===== src/rtl/pc_restore_if.sv =====
// Request, stack-read and restore-result signals of the PC restore unit.
// master = decode/memory environment side, slave = pc_restore_unit.
interface pc_restore_if #(
  parameter int DATA_W = 16,
  parameter int PC_W   = 32
);
  logic              start;
  logic              is_rti;
  logic              flush;
  logic [DATA_W-1:0] sp_in;
  logic              mem_rd_en;
  logic [DATA_W-1:0] mem_addr;
  logic [DATA_W-1:0] mem_rd_data;
  logic              mem_rd_valid;
  logic              busy;
  logic [PC_W-1:0]   pc_out;
  logic              pc_load;
  logic [DATA_W-1:0] flags_out;
  logic              flags_load;
  logic [DATA_W-1:0] sp_out;
  logic              sp_we;
  logic              underflow;

  modport master (
    output start, is_rti, flush, sp_in, mem_rd_data, mem_rd_valid,
    input  mem_rd_en, mem_addr, busy, pc_out, pc_load, flags_out,
           flags_load, sp_out, sp_we, underflow
  );

  modport slave (
    input  start, is_rti, flush, sp_in, mem_rd_data, mem_rd_valid,
    output mem_rd_en, mem_addr, busy, pc_out, pc_load, flags_out,
           flags_load, sp_out, sp_we, underflow
  );
endinterface


===== src/rtl/pc_restore_unit.sv =====
// Pops a RET (2 words) or RTI (3 words) context frame off the data stack and
// loads PC/flags/SP. Optional feature macro: STACK_UNDERFLOW_CHECK_EN.
module pc_restore_unit #(
  parameter int                DATA_W = 16,
  parameter int                PC_W   = 32,
  parameter logic [DATA_W-1:0] SP_TOP = {DATA_W{1'b1}}
) (
  input  logic        clk,
  input  logic        reset,
  pc_restore_if.slave bus,
  output logic [1:0]  dbg_state_o
);

  // Handshakes: start is a pulse taken only while busy=0 (no queueing);
  // each mem_rd_en pulse is answered by exactly one mem_rd_valid pulse,
  // which is only consumed in WAIT.
  localparam int FRAME_W = 3 * DATA_W;

  typedef enum logic [1:0] {
    S_IDLE  = 2'd0,
    S_ISSUE = 2'd1,
    S_WAIT  = 2'd2,
    S_DONE  = 2'd3
  } state_t;

  state_t              state_q;
  logic [DATA_W-1:0]   sp_q;
  logic [DATA_W-1:0]   addr_q;
  logic [FRAME_W-1:0]  frame_q;
  logic                rti_q;
  logic [1:0]          total_q;
  logic [1:0]          count_q;
  logic                busy_q;
  logic                rd_en_q;
  logic                pc_load_q;
  logic                flags_load_q;
  logic                sp_we_q;
  logic [PC_W-1:0]     pc_q;
  logic [DATA_W-1:0]   flags_q;
  logic [DATA_W-1:0]   sp_out_q;

  logic [FRAME_W-1:0]  frame_d;
  logic [DATA_W-1:0]   sp_inc;
  logic [DATA_W-1:0]   sp_in_inc;
  logic                start_blk;
  logic                next_blk;

  assign frame_d   = {frame_q[FRAME_W-DATA_W-1:0], bus.mem_rd_data};
  assign sp_inc    = sp_q + DATA_W'(1);
  assign sp_in_inc = bus.sp_in + DATA_W'(1);

`ifdef STACK_UNDERFLOW_CHECK_EN
  logic underflow_q;

  // A pop above SP_TOP, or one whose increment wraps, would read outside the stack.
  function automatic logic pop_blocked(input logic [DATA_W-1:0] sp);
    logic [DATA_W:0] nxt;
    nxt = {1'b0, sp} + (DATA_W+1)'(1);
    return nxt[DATA_W] || (nxt > {1'b0, SP_TOP});
  endfunction

  assign start_blk     = pop_blocked(bus.sp_in);
  assign next_blk      = pop_blocked(sp_q);
  assign bus.underflow = underflow_q;
`else
  assign start_blk     = 1'b0;
  assign next_blk      = 1'b0;
  assign bus.underflow = 1'b0;
`endif

  always_ff @(posedge clk or negedge reset) begin
    if (!reset) begin
      state_q      <= S_IDLE;
      sp_q         <= '0;
      addr_q       <= '0;
      frame_q      <= '0;
      rti_q        <= 1'b0;
      total_q      <= 2'd0;
      count_q      <= 2'd0;
      busy_q       <= 1'b0;
      rd_en_q      <= 1'b0;
      pc_load_q    <= 1'b0;
      flags_load_q <= 1'b0;
      sp_we_q      <= 1'b0;
      pc_q         <= '0;
      flags_q      <= '0;
      sp_out_q     <= '0;
`ifdef STACK_UNDERFLOW_CHECK_EN
      underflow_q  <= 1'b0;
`endif
    end else begin
      rd_en_q      <= 1'b0;
      pc_load_q    <= 1'b0;
      flags_load_q <= 1'b0;
      sp_we_q      <= 1'b0;
      case (state_q)
        S_IDLE: begin
          if (bus.start) begin
            sp_q    <= bus.sp_in;
            rti_q   <= bus.is_rti;
            total_q <= bus.is_rti ? 2'd3 : 2'd2;
            count_q <= 2'd0;
            frame_q <= '0;
            busy_q  <= 1'b1;
            rd_en_q <= ~start_blk;
            addr_q  <= sp_in_inc;
            state_q <= S_ISSUE;
          end
        end
        S_ISSUE: begin
          if (bus.flush) begin
            busy_q  <= 1'b0;
            state_q <= S_IDLE;
          end else if (next_blk) begin
`ifdef STACK_UNDERFLOW_CHECK_EN
            underflow_q <= 1'b1;
`endif
            busy_q  <= 1'b0;
            state_q <= S_IDLE;
          end else begin
            sp_q    <= sp_inc;
            state_q <= S_WAIT;
          end
        end
        S_WAIT: begin
          if (bus.flush) begin
            busy_q  <= 1'b0;
            state_q <= S_IDLE;
          end else if (bus.mem_rd_valid) begin
            frame_q <= frame_d;
            count_q <= count_q + 2'd1;
            if ((count_q + 2'd1) == total_q) begin
              // Outputs are registered so the strobes line up with DONE.
              pc_load_q    <= 1'b1;
              sp_we_q      <= 1'b1;
              pc_q         <= frame_d[PC_W-1:0];
              sp_out_q     <= sp_q;
              flags_load_q <= rti_q;
              if (rti_q) begin
                flags_q <= frame_d[FRAME_W-1:PC_W];
              end
              state_q <= S_DONE;
            end else begin
              rd_en_q <= ~next_blk;
              addr_q  <= sp_inc;
              state_q <= S_ISSUE;
            end
          end
        end
        S_DONE: begin
          busy_q  <= 1'b0;
          state_q <= S_IDLE;
        end
        default: begin
          busy_q  <= 1'b0;
          state_q <= S_IDLE;
        end
      endcase
    end
  end

  assign bus.mem_rd_en  = rd_en_q;
  assign bus.mem_addr   = addr_q;
  assign bus.busy       = busy_q;
  assign bus.pc_out     = pc_q;
  assign bus.pc_load    = pc_load_q;
  assign bus.flags_out  = flags_q;
  assign bus.flags_load = flags_load_q;
  assign bus.sp_out     = sp_out_q;
  assign bus.sp_we      = sp_we_q;
  assign dbg_state_o    = state_q;

endmodule

===== src/flat_wrapper.sv =====
// flat-port wrapper written by rule: the top's interface ports become plain ports
module pc_restore_unit_flat 
#(
  parameter int                DATA_W = 16,
  parameter int                PC_W   = 32,
  parameter logic [DATA_W-1:0] SP_TOP = {DATA_W{1'b1}}
)
  (clk, reset, dbg_state_o, bus_start, bus_is_rti, bus_flush, bus_sp_in, bus_mem_rd_data, bus_mem_rd_valid, bus_mem_rd_en, bus_mem_addr, bus_busy, bus_pc_out, bus_pc_load, bus_flags_out, bus_flags_load, bus_sp_out, bus_sp_we, bus_underflow);
  pc_restore_if #(.DATA_W(DATA_W), .PC_W(PC_W)) bus_i ();
  input  logic clk;
  input  logic reset;
  output logic [1:0] dbg_state_o;
  input wire logic [$bits(bus_i.start)-1:0] bus_start;
  input wire logic [$bits(bus_i.is_rti)-1:0] bus_is_rti;
  input wire logic [$bits(bus_i.flush)-1:0] bus_flush;
  input wire logic [$bits(bus_i.sp_in)-1:0] bus_sp_in;
  input wire logic [$bits(bus_i.mem_rd_data)-1:0] bus_mem_rd_data;
  input wire logic [$bits(bus_i.mem_rd_valid)-1:0] bus_mem_rd_valid;
  output wire logic [$bits(bus_i.mem_rd_en)-1:0] bus_mem_rd_en;
  output wire logic [$bits(bus_i.mem_addr)-1:0] bus_mem_addr;
  output wire logic [$bits(bus_i.busy)-1:0] bus_busy;
  output wire logic [$bits(bus_i.pc_out)-1:0] bus_pc_out;
  output wire logic [$bits(bus_i.pc_load)-1:0] bus_pc_load;
  output wire logic [$bits(bus_i.flags_out)-1:0] bus_flags_out;
  output wire logic [$bits(bus_i.flags_load)-1:0] bus_flags_load;
  output wire logic [$bits(bus_i.sp_out)-1:0] bus_sp_out;
  output wire logic [$bits(bus_i.sp_we)-1:0] bus_sp_we;
  output wire logic [$bits(bus_i.underflow)-1:0] bus_underflow;
  assign bus_i.start = bus_start;
  assign bus_i.is_rti = bus_is_rti;
  assign bus_i.flush = bus_flush;
  assign bus_i.sp_in = bus_sp_in;
  assign bus_i.mem_rd_data = bus_mem_rd_data;
  assign bus_i.mem_rd_valid = bus_mem_rd_valid;
  assign bus_mem_rd_en = bus_i.mem_rd_en;
  assign bus_mem_addr = bus_i.mem_addr;
  assign bus_busy = bus_i.busy;
  assign bus_pc_out = bus_i.pc_out;
  assign bus_pc_load = bus_i.pc_load;
  assign bus_flags_out = bus_i.flags_out;
  assign bus_flags_load = bus_i.flags_load;
  assign bus_sp_out = bus_i.sp_out;
  assign bus_sp_we = bus_i.sp_we;
  assign bus_underflow = bus_i.underflow;
  pc_restore_unit #(.DATA_W(DATA_W), .PC_W(PC_W), .SP_TOP(SP_TOP)) u_core (.clk(clk), .reset(reset), .bus(bus_i), .dbg_state_o(dbg_state_o));
endmodule

===== config.mk =====
export PLATFORM = sky130hd
export DESIGN_NAME = pc_restore_unit_flat
export DESIGN_NICKNAME = d
export VERILOG_FILES = /design/src/rtl/pc_restore_if.sv /design/src/rtl/pc_restore_unit.sv /design/src/flat_wrapper.sv
export SDC_FILE = /design/constraint.sdc
export NUM_CORES = 1
export LEC_CHECK = 0
export CORE_ASPECT_RATIO = 0.6
export CORE_MARGIN = 3
export CORE_UTILIZATION = 50
export DETAILED_ROUTE_END_ITERATION = 8
export PLACE_DENSITY = 0.78
export SETUP_SLACK_MARGIN = 0.05
export SYNTH_ARGS = -nofsm -noshare
export SYNTH_HDL_FRONTEND = slang
export SYNTH_SLANG_ARGS = --single-unit
export TNS_END_PERCENT = 5

===== constraint.sdc =====
create_clock -name clk -period 4.4 [get_ports clk]
set_input_delay 1.32 -clock clk [delete_from_list [all_inputs] [get_ports clk]]
set_output_delay 1.32 -clock clk [all_outputs]
set_load 0.02 [all_outputs]

Yosys cells after proc, flatten, opt, wreduce, memory -nomap -nowiden
Cells that the tools add are included.
{"block": "totals", "regBits": 139, "input_bits": 38, "output_inout_bits": 88, "word_cells": 80}
{"block": "op_classes", "n_addsub": 3, "n_eq_ne": 11, "mux": 39, "bitwise": 1, "n_reduce_logical": 12}
{"operator": "2-to-1 mux 16 bit", "count": 6}
{"operator": "2-to-1 mux 32 bit", "count": 3}
{"operator": "one-hot mux 16 bit (2 select lines)", "count": 2}
{"operator": "one-hot mux 32 bit (2 select lines)", "count": 1}
{"operator": "adder 16 x 1 -> 16 bit (second input constant)", "count": 2}
{"operator": "2-to-1 mux 2 bit", "count": 8}
{"operator": "2-to-1 mux 1 bit", "count": 15}
{"operator": "inequality test 2 bit (second input constant)", "count": 5}
{"operator": "AND reduction 5 bit", "count": 2}
{"operator": "one-hot mux 2 bit (4 select lines)", "count": 1}
{"operator": "AND reduction 4 bit", "count": 2}
{"operator": "AND reduction 2 bit", "count": 3}
{"operator": "== test 2 bit (second input constant)", "count": 2}
{"operator": "one-hot mux 2 bit (2 select lines)", "count": 1}
{"operator": "nonzero test 2 bit", "count": 2}
{"operator": "inequality test 3 bit (second input constant)", "count": 1}
{"operator": "one-hot mux 1 bit (3 select lines)", "count": 1}
{"operator": "AND reduction 3 bit", "count": 1}
{"operator": "adder 2 x 1 -> 2 bit (second input constant)", "count": 1}
{"operator": "== test 2 x 1 -> 1 bit (second input constant)", "count": 1}
{"operator": "== test 2 bit", "count": 1}
{"operator": "zero test 2 bit", "count": 1}
{"operator": "inequality test 2 x 1 -> 1 bit (second input constant)", "count": 1}
{"operator": "one-hot mux 1 bit (2 select lines)", "count": 1}
{"operator": "other kinds (2)", "count": 2}

Logic depth before layout (Yosys ltp)
Gate-level depths: netlist (run 1).
{"block": "depth", "ltp_word": 6, "depth_mapped": 8, "mapped_depth_nobuf": 7}

Worst setup path after synthesis (run 1)
OpenSTA, ideal clock, no wires.
{"block": "synth_path", "kind": "input port to flip-flop", "from": "input port bus_sp_in[0]", "to": "register u_core.addr_q[15], in the netlist u_core.bus.mem_addr[15]", "setup_time_ns": 0.121, "t_arrival_ns": 2.752, "required_time_ns": 4.279, "slack_ns": 1.527, "path_stages": 6, "n_path_buf": 1, "cell_sequence": "nand3_1 -> or3_1 -> buf_2 -> o41a_1 -> or3_1 -> a22o_1"}
{"block": "synth_between", "elab_chain_len": 3}
{"item": "start, declared", "line_no": "flat_wrapper.sv:16", "source": "input wire logic [$bits(bus_i.sp_in)-1:0] bus_sp_in;"}
{"item": "adder 16 x 1 -> 16 bit", "line_no": "pc_restore_unit.sv:50", "source": "assign sp_in_inc = bus.sp_in + DATA_W'(1);"}
{"item": "2-to-1 mux 16 bit", "line_no": "pc_restore_unit.sv:98", "source": "if (bus.start) begin"}
{"item": "one-hot mux 16 bit (2 select lines)", "line_no": "pc_restore_unit.sv:96", "source": "case (state_q)"}
{"item": "end signal, assigned", "line_no": "pc_restore_unit.sv:106", "source": "addr_q <= sp_in_inc;"}
{"item": "end signal, assigned", "line_no": "pc_restore_unit.sv:145", "source": "addr_q <= sp_inc;"}
{"item": "end, declared", "line_no": "pc_restore_unit.sv:28", "source": "logic [DATA_W-1:0] addr_q;"}
Every way passes these cells. The select of a mux whose other input is x is not followed.
A chain may end at the register's enable or synchronous reset.

Final worst setup path (run 1)
Ends and elaborated chain as after synthesis.

==> results of run 1 <==
cell usage after synthesis, types with 3 or more instances:
cell | number | area [um^2]
nor2_1 | 17 | 63.8
nor2b_1 | 4 | 25.0
or3_1 | 3 | 18.8
o22a_1 | 3 | 26.3
ha_1 | 5 | 62.6
xor2_1 | 15 | 131
a21oi_1 | 21 | 105
buf_1 | 3 | 11.3
nand4_1 | 7 | 43.8
nor4_1 | 6 | 37.5
dfrtp_1 | 138 | 3450
xnor2_1 | 12 | 105
clkbuf_1 | 22 | 82.6
nand2b_1 | 6 | 37.5
o22ai_1 | 7 | 43.8
inv_1 | 9 | 33.8
o21ai_0 | 30 | 150
nor3_1 | 7 | 35.0
and2_1 | 3 | 18.8
nand2_1 | 33 | 124
mux2i_1 | 13 | 130
buf_2 | 8 | 40.0
mux2_2 | 66 | 743
nand3_1 | 14 | 70.1
a22o_1 | 34 | 298
a21o_1 | 4 | 30.0
logic make-up after synthesis:
group / Yosys count / share of synthesized area, %
DFF: 138 / 56.5
AOI/OAI and AO/OA: 111 / 12.2
and+or+nand+nor: 109 / 8.99
muxes: 79 / 14.3
buffers and inverters: 45 / 3.05
xor gates and xnor gates: 27 / 3.87
adders and majority gates: 5 / 1.02
other: 1 / 0.0614
power groups by stage:
| stage | registers (uW) | clock network [uW] | logic (uW) |
|---|---|---|---|
| 2_1_floorplan | 1840 | 0 | 925 |
| 3_3_place_gp | 1770 | 0 | 1590 |
| 3_5_place_dp | 1790 | 0 | 1640 |
| 4_1_cts | 1770 | 1370 | 1650 |
| 5_1_grt | 1810 | 1430 | 1800 |
| 6_report | 1780 | 1350 | 1660 |
placed cells by master (no fill, tap or decap), types with 2 or more instances in the layout:
| cell type | synthesis | layout |
|---|---|---|
| mux2_2 | 66 | 66 |
| o22a_1 | 3 | 3 |
| nor3_1 | 7 | 7 |
| clkbuf_16 | 0 | 17 |
| inv_6 | 0 | 6 |
| mux2i_1 | 13 | 13 |
| nor2_1 | 17 | 17 |
| buf_12 | 0 | 2 |
| inv_1 | 9 | 9 |
| o21a_1 | 2 | 2 |
| nand2_1 | 33 | 33 |
| ha_1 | 5 | 5 |
| a22o_1 | 34 | 34 |
| clkdlybuf4s50_1 | 0 | 123 |
| o22ai_1 | 7 | 7 |
| nor4_1 | 6 | 6 |
| o21ai_0 | 30 | 30 |
| buf_4 | 2 | 7 |
| nor2b_1 | 4 | 4 |
| xnor2_1 | 12 | 12 |
| or3_1 | 3 | 3 |
| nand3_1 | 14 | 14 |
| nand4_1 | 7 | 7 |
| inv_8 | 0 | 4 |
| and2_1 | 3 | 2 |
| a31oi_1 | 2 | 2 |
| clkinvlp_4 | 0 | 3 |
| xor2_1 | 15 | 15 |
| a21oi_1 | 21 | 21 |
| a21o_1 | 4 | 4 |
| nand2b_1 | 6 | 6 |
| dfrtp_1 | 138 | 138 |
metal layers:
metal  vias to the layer above  GRT usage, %  share of wire (%)
met2                       184          32.4                 43
met3                        13          6.27                7.5
met4                         0          6.17               0.93
met5                         -             0                  0
met1                      2288          36.2                 49
li1                       2095             -                  -
layout make-up:
class | instances | area (um^2)
fill | 812 | 3540
multi-input combinational | 332 | 2480
tap | 160 | 200
inverter | 10 | 37.5
clock inverter | 14 | 129
timing repair buffer | 133 | 1340
clock buffer | 18 | 429
sequential | 138 | 3450
metrics by stage:
| stage | std cells | instance area (um^2) | power (uW) | setup slack [ns] | util [%] |
|---|---|---|---|---|---|
| after floorplan | 515 | 6110 | 2760 | 1.53 | - |
| after global placement | 773 | 7500 | 3370 | 0.867 | 64.7 |
| after detailed placement | 773 | 7500 | 3430 | 0.825 | 64.7 |
| after CTS | 805 | 8060 | 4800 | 1.25 | 69.5 |
| after global routing | 805 | 8060 | 5050 | 1.13 | 69.5 |
| final | 805 | 8060 | 4780 | 1.22 | 69.5 |
how the worst min path moves through the flow:
stage / from / endpoint / slack [ns] / cells past startpoint
detailed placement: u_core.bus.mem_addr[7] / u_core.bus.mem_addr[7] / 0.47 / 2
CTS: u_core.bus.mem_addr[7] / u_core.bus.mem_addr[7] / 0.49 / 2
global placement: u_core.bus.mem_addr[0] / u_core.bus.mem_addr[0] / 0.46 / 2
global route: u_core.bus.mem_addr[11] / u_core.bus.mem_addr[11] / 0.52 / 2
floorplan: u_core.total_q[1] / u_core.total_q[1] / 0.45 / 1
finish: u_core.bus.mem_addr[7] / u_core.bus.mem_addr[7] / 0.48 / 2
critical path, cell delays in order:
cell and delay [ns]:
clkdlybuf4s50_1 0.56, nand3_1 0.21, or3_1 0.48, o41a_1 0.42, or3_1 0.31, a22o_1 0.18
sequential cells by signal (all words and copies together) (netlist names):
register,count
u_core.bus.mem_addr,16
u_core.bus.mem_rd_en,1
u_core.bus.busy,1
u_core.bus.sp_we,1
u_core.frame_q,32
u_core.bus.flags_load,1
u_core.sp_q,16
u_core.dbg_state_o,2
u_core.count_q,2
u_core.bus.flags_out,16
u_core.bus.sp_out,16
u_core.total_q,2
u_core.bus.pc_out,32
==> qor.yml, run 1 <==
route:
  dr_total_vias: 4580
  drtIter0Drc: 330
  drc: 0
  wl_per_cell_um: 19.2
  drtAntennaViolNets: 0
  viasPerCell: 5.69
  first_pass_iters: 5
  routed_wl_um: 15400
min_path:
  hold_path.class: "reg2reg"
sta:
  setup_violations: 0
  rsz0062_at_grt: "no"
  fin_worst_skew_ns: 0.0121
  max_slew_margin_pct: 35.5
  worst_pin_slew_ns: 0.968
  drv_slew: 0
  finalSetupTns_ns: 0
  fin_crit_sh_pct: 72.3
  fin_hold_ws_ns: 0.482
  period_minus_slack_ns: 3.18
  fmax_mhz: 315
  finalHoldViolCount: 0
synthesis:
  synthFlopType: "dfrtp_1"
  syn_area_um2: 6110
  synth.net_count: 558
  synth_cells: 515
  ys.warnings.count: 0
  syn_avg_cell_area_um2: 11.9
  ys_ff_latch: 138
  synthArstFlopShare_pct: 100
  netlist-cell-type-count: 48
  yosysSeqAreaShare_pct: 56.5
  synth_edf_count: 0
clock_network:
  cts_tree: "yes"
  clock_path_buffers: 2
  insertion_delay_ns: 0.41
  cts_hold_buf: 0
  cts_htree_levels: 4
  clk_pin_slew_ns: 0.07
  ctsResizeCount: 0
  cts_setup_buffers: 0
  cts_root_buffer: "clkbuf_16"
  cts_buffers: 17
  cts.sinks: 138
outcome:
  outcome: "completed"
critical_path:
  crit_start: "bus_sp_in[0]"
  reg2regPathDepth: 6
  critPathMaxFanout: 5
  cp.required_ns: 4.69
  critPathArrivalTime_ns: 3.47
  cp-start-kind: "input port"
  worstReg2RegStart: "u_core.dbg_state_o[0]"
  r2r_setup_slack_ns: 1.44
  endpoint: "u_core.bus.mem_addr[15]"
  crit_type: "in2reg"
  rr_endpoint: "u_core.bus.pc_out[23]"
  end_kind: "register"
global_routing:
  grt_use_total_pct: 23.4
  grt_antenna_before_repair: 0
  grt_pass1_wl_um: 25000
  grt_pass1_vias: 4569
  overflow: 0
  grt_max_degree: 76
final_layout:
  fin_nets: 675
  syn_to_final_growth_pct: 31.9
  post_route_cells_drive_above_1_share_pct: 17.5
  antenna_cells: 0
floorplan:
  dieArea_um2: 13600
  std_cell_rows: 30
  start_util_pct: 52.7
  fp.dieH_um: 91.6
  die_w_um: 149
  ios: 126
  core_um2: 11600
flow_run:
  drv_cap: 0
power_and_ir_drop:
  swShare_pct: 38.2
  clockPowerShare_pct: 28.2
  combPwrFrac_pct: 34.7
  p_leak_uw: 0.00366
  pwr-share-seq_pct: 37.1
  powerDensity_nw_per_um2: 593
  ir_drop_mv: 0.301
  p_int_uw: 2960
  power.switching_uw: 1830
place:
  gp_congestion: 0.892
  hpwl_um: 10900
  io_buffers: 124
(Power assumes the default switching activity.)
==> inputs of run 2 (changes only) <==
- clock period: 4.4 -> 3.2 ns (I/O delays scaled with it)
==> qor.yml, run 2 (synthesized netlist as in run 1, its figures left out) <==
outcome:
  outcome: "completed"  # unchanged
sta:
  finalHoldViolCount: 0  # unchanged
  period_minus_slack_ns: 2.73
  fmax_mhz: 367
  worst_pin_slew_ns: 0.641  # was 0.968 ns
  rsz0062_at_grt: "no"  # unchanged
  setup_violations: 0  # unchanged
  drv_slew: 0  # unchanged
  finalSetupTns_ns: 0  # unchanged
  max_slew_margin_pct: 57.3  # was 35.5%
  fin_worst_skew_ns: 0.00781  # was 0.0121 ns
  fin_crit_sh_pct: 85.2
critical_path:
  r2r_setup_slack_ns: 0.96  # was 1.44 ns
  cp.required_ns: 3.54  # was 4.69 ns
  reg2regPathDepth: 9  # was 6
  rr_endpoint: "u_core.bus.mem_addr[13]"  # was u_core.bus.pc_out[23]
  critPathArrivalTime_ns: 3.07  # was 3.47 ns
  worstReg2RegStart: "u_core.dbg_state_o[0]"  # unchanged
  crit_type: "in2reg"  # unchanged
  end_kind: "register"  # unchanged
  critPathMaxFanout: 5  # unchanged
  cp-start-kind: "input port"  # unchanged
floorplan:
  dieArea_um2: 13600  # unchanged
  ios: 126  # unchanged
  die_w_um: 149  # unchanged
  core_um2: 11600  # unchanged
  start_util_pct: 52.7  # unchanged
  fp.dieH_um: 91.6  # unchanged
  std_cell_rows: 30  # unchanged
final_layout:
  fin_nets: 690  # was 675
  fill_cells: 791  # was 812
  layout_common_cells: "dfrtp_1, clkdlybuf4s50_1, mux2_2, a22o_1, nand2_1"  # unchanged
  regArea_um2: 3450  # unchanged
  syn_to_final_growth_pct: 35.0  # was 31.9%
  final_common_cell: "dfrtp_1"  # unchanged
  multiInputGateArea_um2: 2480  # unchanged
  post_route_cells_drive_above_1_share_pct: 19.4  # was 17.5%
  antenna_cells: 0  # unchanged
place:
  io_buffers: 124  # unchanged
  hpwl_um: 11300  # was 10900 um
  gp_congestion: 0.935  # was 0.892
min_path:
  worstHoldStart: "u_core.bus.mem_addr[5]"  # was u_core.bus.mem_addr[7]
  hold_depth: 2  # unchanged
  hold_end: "u_core.bus.mem_addr[5]"  # was u_core.bus.mem_addr[7]
  hold_path.class: "reg2reg"  # unchanged
global_routing:
  overflow: 0  # unchanged
  grt_pass1_wl_um: 25600  # was 25000 um
  grt_use_total_pct: 24.0  # was 23.4%
  grt_pass1_vias: 4528  # was 4569
  grt_max_degree: 68  # was 76
  grt_antenna_before_repair: 0  # unchanged
route:
  first_pass_iters: 5  # unchanged
  drtIter0Drc: 329  # was 330
  drtAntennaViolNets: 0  # unchanged
  drc: 0  # unchanged
  dr_total_vias: 4667  # was 4580
  viasPerCell: 5.70  # was 5.69
  wl_per_cell_um: 19.6  # was 19.2 um
  routed_wl_um: 16000  # was 15400 um
clock_network:
  cts_tree: "yes"  # unchanged
  cts_buffers: 17  # unchanged
  clock_path_buffers: 2  # unchanged
  insertion_delay_ns: 0.41  # about the same
  ctsResizeCount: 0  # unchanged
  clk_pin_slew_ns: 0.06  # was 0.07 ns
  cts_htree_levels: 4  # unchanged
  cts.sinks: 138  # unchanged
  cts_setup_buffers: 0  # unchanged
  cts_root_buffer: "clkbuf_16"  # unchanged
  cts_hold_buf: 0  # unchanged
power_and_ir_drop:
  p_leak_uw: 0.00377  # was 0.00366 uW
  powerDensity_nw_per_um2: 837  # was 593 nW/um^2
  p_total_uw: 6910  # was 4780 uW
  ir_drop_mv: 0.501  # was 0.301 mV
flow_run:
  drv_cap: 0  # unchanged
run 2: cell count changes in the layout (fill, tap and decap cells not counted):
cell / before / now
inv_6: 6 / 4
clkinvlp_4: 3 / 1
bufinv_16: 0 / 4
buf_4: 7 / 22
clkinv_4: 1 / 3
inv_8: 4 / 2
clkbuf_1: 1 / 0
run 2: worst max-delay path by stage:
stage                  from                       to  slack [ns]  depth (start not counted)
2_1_floorplan  bus_sp_in[0]  u_core.bus.mem_addr[15]        0.69                          6
3_3_place_gp   bus_sp_in[0]  u_core.bus.mem_addr[15]        0.13                          6
3_5_place_dp   bus_sp_in[0]  u_core.bus.mem_addr[15]         0.1                          6
4_1_cts        bus_sp_in[0]  u_core.bus.mem_addr[13]        0.52                          7
5_1_grt        bus_sp_in[0]  u_core.bus.mem_addr[13]        0.35                          7
6_report       bus_sp_in[0]  u_core.bus.mem_addr[13]        0.47                          7
run 2: final cells by class:
type	instances	share of cell area [%]
inverter	10	0.455
clock buffer	17	5.15
tap	160	2.43
sequential	138	41.8
clock inverter	14	2.56
timing repair buffer	148	17.5
multi-input combinational	332	30.0
run 2: stage by stage:
stage	hold WS, ns	util (%)	cells	cell area (um^2)	setup WS, ns
4_1_cts	0.490	71.2	819	8250	0.521
2_1_floorplan	0.454	-	515	6110	0.687
6_report	0.485	71.2	819	8250	0.473
3_5_place_dp	0.477	65.7	788	7620	0.0991
5_1_grt	0.516	71.2	819	8250	0.352
3_3_place_gp	0.465	65.7	788	7620	0.133
run 2: layer usage:
layer	part of all wire [%]	routed length (um)	vias to the layer above	track usage [%]
met5	0	0	-	0
met4	0.45	72	0	5.64
li1	-	-	2122	-
met2	44	7130	192	34.3
met3	7.1	1130	5	5.04
met1	48	7690	2348	37.6
run 2: where the power goes:
group          total, uW  switching [uW]  internal (uW)  leakage [uW]
clock network       2120             797           1330      0.000309
logic               2330            1340            989       0.00161
registers           2450             370           2080       0.00185
run 2: worst max-delay path, stage by stage:
cell,delay (ns)
clkdlybuf4s50_1,0.59
nand3_1,0.18
or3_1,0.41
buf_4,0.16
or3_2,0.45
a31oi_1,0.18
a22o_1,0.14
==> inputs of run 3 (changes only) <==
- CTS_BUF_LIST: unset -> sky130_fd_sc_hd__clkbuf_8 sky130_fd_sc_hd__clkbuf_16
- MAX_ROUTING_LAYER: unset -> met4
==> qor.yml, run 3 (synthesized netlist as in run 1, its figures left out) <==
critical_path:
  cp.required_ns: 3.49  # was 3.54 ns
  r2r_setup_slack_ns: 0.84  # was 0.96 ns
  worstReg2RegStart: "u_core.dbg_state_o[0]"  # unchanged
  reg2regPathDepth: 7  # was 9
  end_kind: "register"  # unchanged
  critPathMaxFanout: 4  # was 5
  cp-start-kind: "input port"  # unchanged
  critPathArrivalTime_ns: 3.03  # was 3.07 ns
  crit_type: "in2reg"  # unchanged
  rr_endpoint: "u_core.bus.flags_out[2]"  # was u_core.bus.mem_addr[13]
floorplan:
  start_util_pct: 52.7  # unchanged
  die_w_um: 149  # unchanged
  core_um2: 11600  # unchanged
  std_cell_rows: 30  # unchanged
  ios: 126  # unchanged
  fp.dieH_um: 91.6  # unchanged
  dieArea_um2: 13600  # unchanged
route:
  first_pass_iters: 5  # unchanged
  dr_total_vias: 4687  # was 4667
  drtAntennaViolNets: 0  # unchanged
  viasPerCell: 5.70  # about the same
  drtIter0Drc: 261  # was 329
  wl_per_cell_um: 19.7  # was 19.6 um
  routed_wl_um: 16200  # was 16000 um
  drc: 0  # unchanged
sta:
  setup_violations: 0  # unchanged
  finalHoldViolCount: 0  # unchanged
  setup_slack_ns: 0.458  # was 0.473 ns
  fmax_mhz: 365  # was 367 MHz
  fin_worst_skew_ns: 0.00844  # was 0.00781 ns
  period_minus_slack_ns: 2.74  # was 2.73 ns
  rsz0062_at_grt: "no"  # unchanged
  fin_crit_sh_pct: 85.7  # was 85.2%
  worst_pin_slew_ns: 0.656  # was 0.641 ns
  drv_slew: 0  # unchanged
  finalSetupTns_ns: 0  # unchanged
  max_slew_margin_pct: 56.3  # was 57.3%
clock_network:
  cts_htree_levels: 4  # unchanged
  cts_root_buffer: "clkbuf_16"  # unchanged
  clk_pin_slew_ns: 0.06  # about the same
  cts_tree: "yes"  # unchanged
  cts_buffers: 17  # unchanged
  cts.sinks: 138  # unchanged
  insertion_delay_ns: 0.41  # about the same
  clock_path_buffers: 2  # unchanged
  ctsResizeCount: 0  # unchanged
  cts_hold_buf: 0  # unchanged
  cts_setup_buffers: 0  # unchanged
min_path:
  hold_depth: 2  # unchanged
  hold_path.class: "reg2reg"  # unchanged
  hold_end: "u_core.bus.mem_addr[1]"  # was u_core.bus.mem_addr[5]
  worstHoldStart: "u_core.bus.mem_addr[1]"  # was u_core.bus.mem_addr[5]
power_and_ir_drop:
  powerDensity_nw_per_um2: 811  # was 837 nW/um^2
  p_leak_uw: 0.00374  # was 0.00377 uW
  ir_drop_mv: 0.471  # was 0.501 mV
global_routing:
  grt_pass1_wl_um: 25500  # was 25600 um
  overflow: 0  # unchanged
  grt_antenna_before_repair: 0  # unchanged
  grt_max_degree: 72  # was 68
  grt_pass1_vias: 4625  # was 4528
  grt_use_total_pct: 24.8  # was 24.0%
place:
  hpwl_um: 11600  # was 11300 um
  dp_slack_ns: 0.0892  # was 0.0991 ns
  gp_congestion: 0.952  # was 0.935
  io_buffers: 124  # unchanged
outcome:
  outcome: "completed"  # unchanged
final_layout:
  antenna_cells: 0  # unchanged
  fin_nets: 692  # was 690
  final_common_cell: "dfrtp_1"  # unchanged
  layout_common_cells: "dfrtp_1, clkdlybuf4s50_1, mux2_2, a22o_1, nand2_1"  # unchanged
  post_route_cells_drive_above_1_share_pct: 19.8  # was 19.4%
  fill_cells: 788  # was 791
  syn_to_final_growth_pct: 34.1  # was 35.0%
flow_run:
  drv_cap: 0  # unchanged
-- run 3: how the worst max path moves through the flow --
stage / slack [ns] / start / endpoint
CTS: 0.51 / bus_sp_in[1] / u_core.bus.mem_addr[15]
global placement: 0.18 / bus_sp_in[1] / u_core.bus.mem_addr[15]
global route: 0.44 / bus_sp_in[1] / u_core.bus.mem_addr[15]
detailed placement: 0.09 / bus_sp_in[1] / u_core.bus.mem_addr[15]
finish: 0.46 / bus_sp_in[1] / u_core.bus.mem_addr[15]
floorplan: 0.69 / bus_sp_in[0] / u_core.bus.mem_addr[15]
-- run 3: report_power, final --
group | internal, uW | switching (uW) | total (uW)
registers | 2080 | 371 | 2450
logic | 980 | 1340 | 2320
clock network | 1040 | 822 | 1860
total | 4110 | 2540 | 6640
-- run 3: area by class of cell --
| cell class | count | area, um^2 | share of cell area, % |
|---|---|---|---|
| Tap cell | 160 | 200 | 2.44 |
| Sequential cell | 138 | 3450 | 42.1 |
| Multi-Input combinational cell | 332 | 2480 | 30.2 |
| Timing Repair Buffer | 150 | 1460 | 17.9 |
| Clock inverter | 14 | 124 | 1.51 |
| Inverter | 10 | 37.5 | 0.458 |
| Clock buffer | 18 | 439 | 5.36 |
-- run 3: per-layer routing --
| metal | wire, um | global-route usage, % |
|---|---|---|
| met1 | 7820 | 36.4 |
| met4 | 159 | 7.01 |
| met5 | 0 | - |
| met3 | 1190 | 7.26 |
| met2 | 6990 | 33.7 |
-- run 3: critical path: stages --
cell and delay (ns):
clkdlybuf4s50_1 0.56, nand3_1 0.18, or3_1 0.42, o41a_1 0.41
or3_1 0.32, a22o_1 0.19
-- run 3: through the flow --
step / hold slack [ns] / total power (uW) / util [%] / area, um^2 / instances
floorplan: 0.454 / 3800 / - / 6110 / 515
CTS: 0.485 / 6650 / 70.6 / 8190 / 822
global route: 0.496 / 6980 / 70.6 / 8190 / 822
global placement: 0.463 / 4680 / 65.8 / 7630 / 790
finish: 0.481 / 6640 / 70.6 / 8190 / 822
detailed placement: 0.471 / 4770 / 65.8 / 7630 / 790
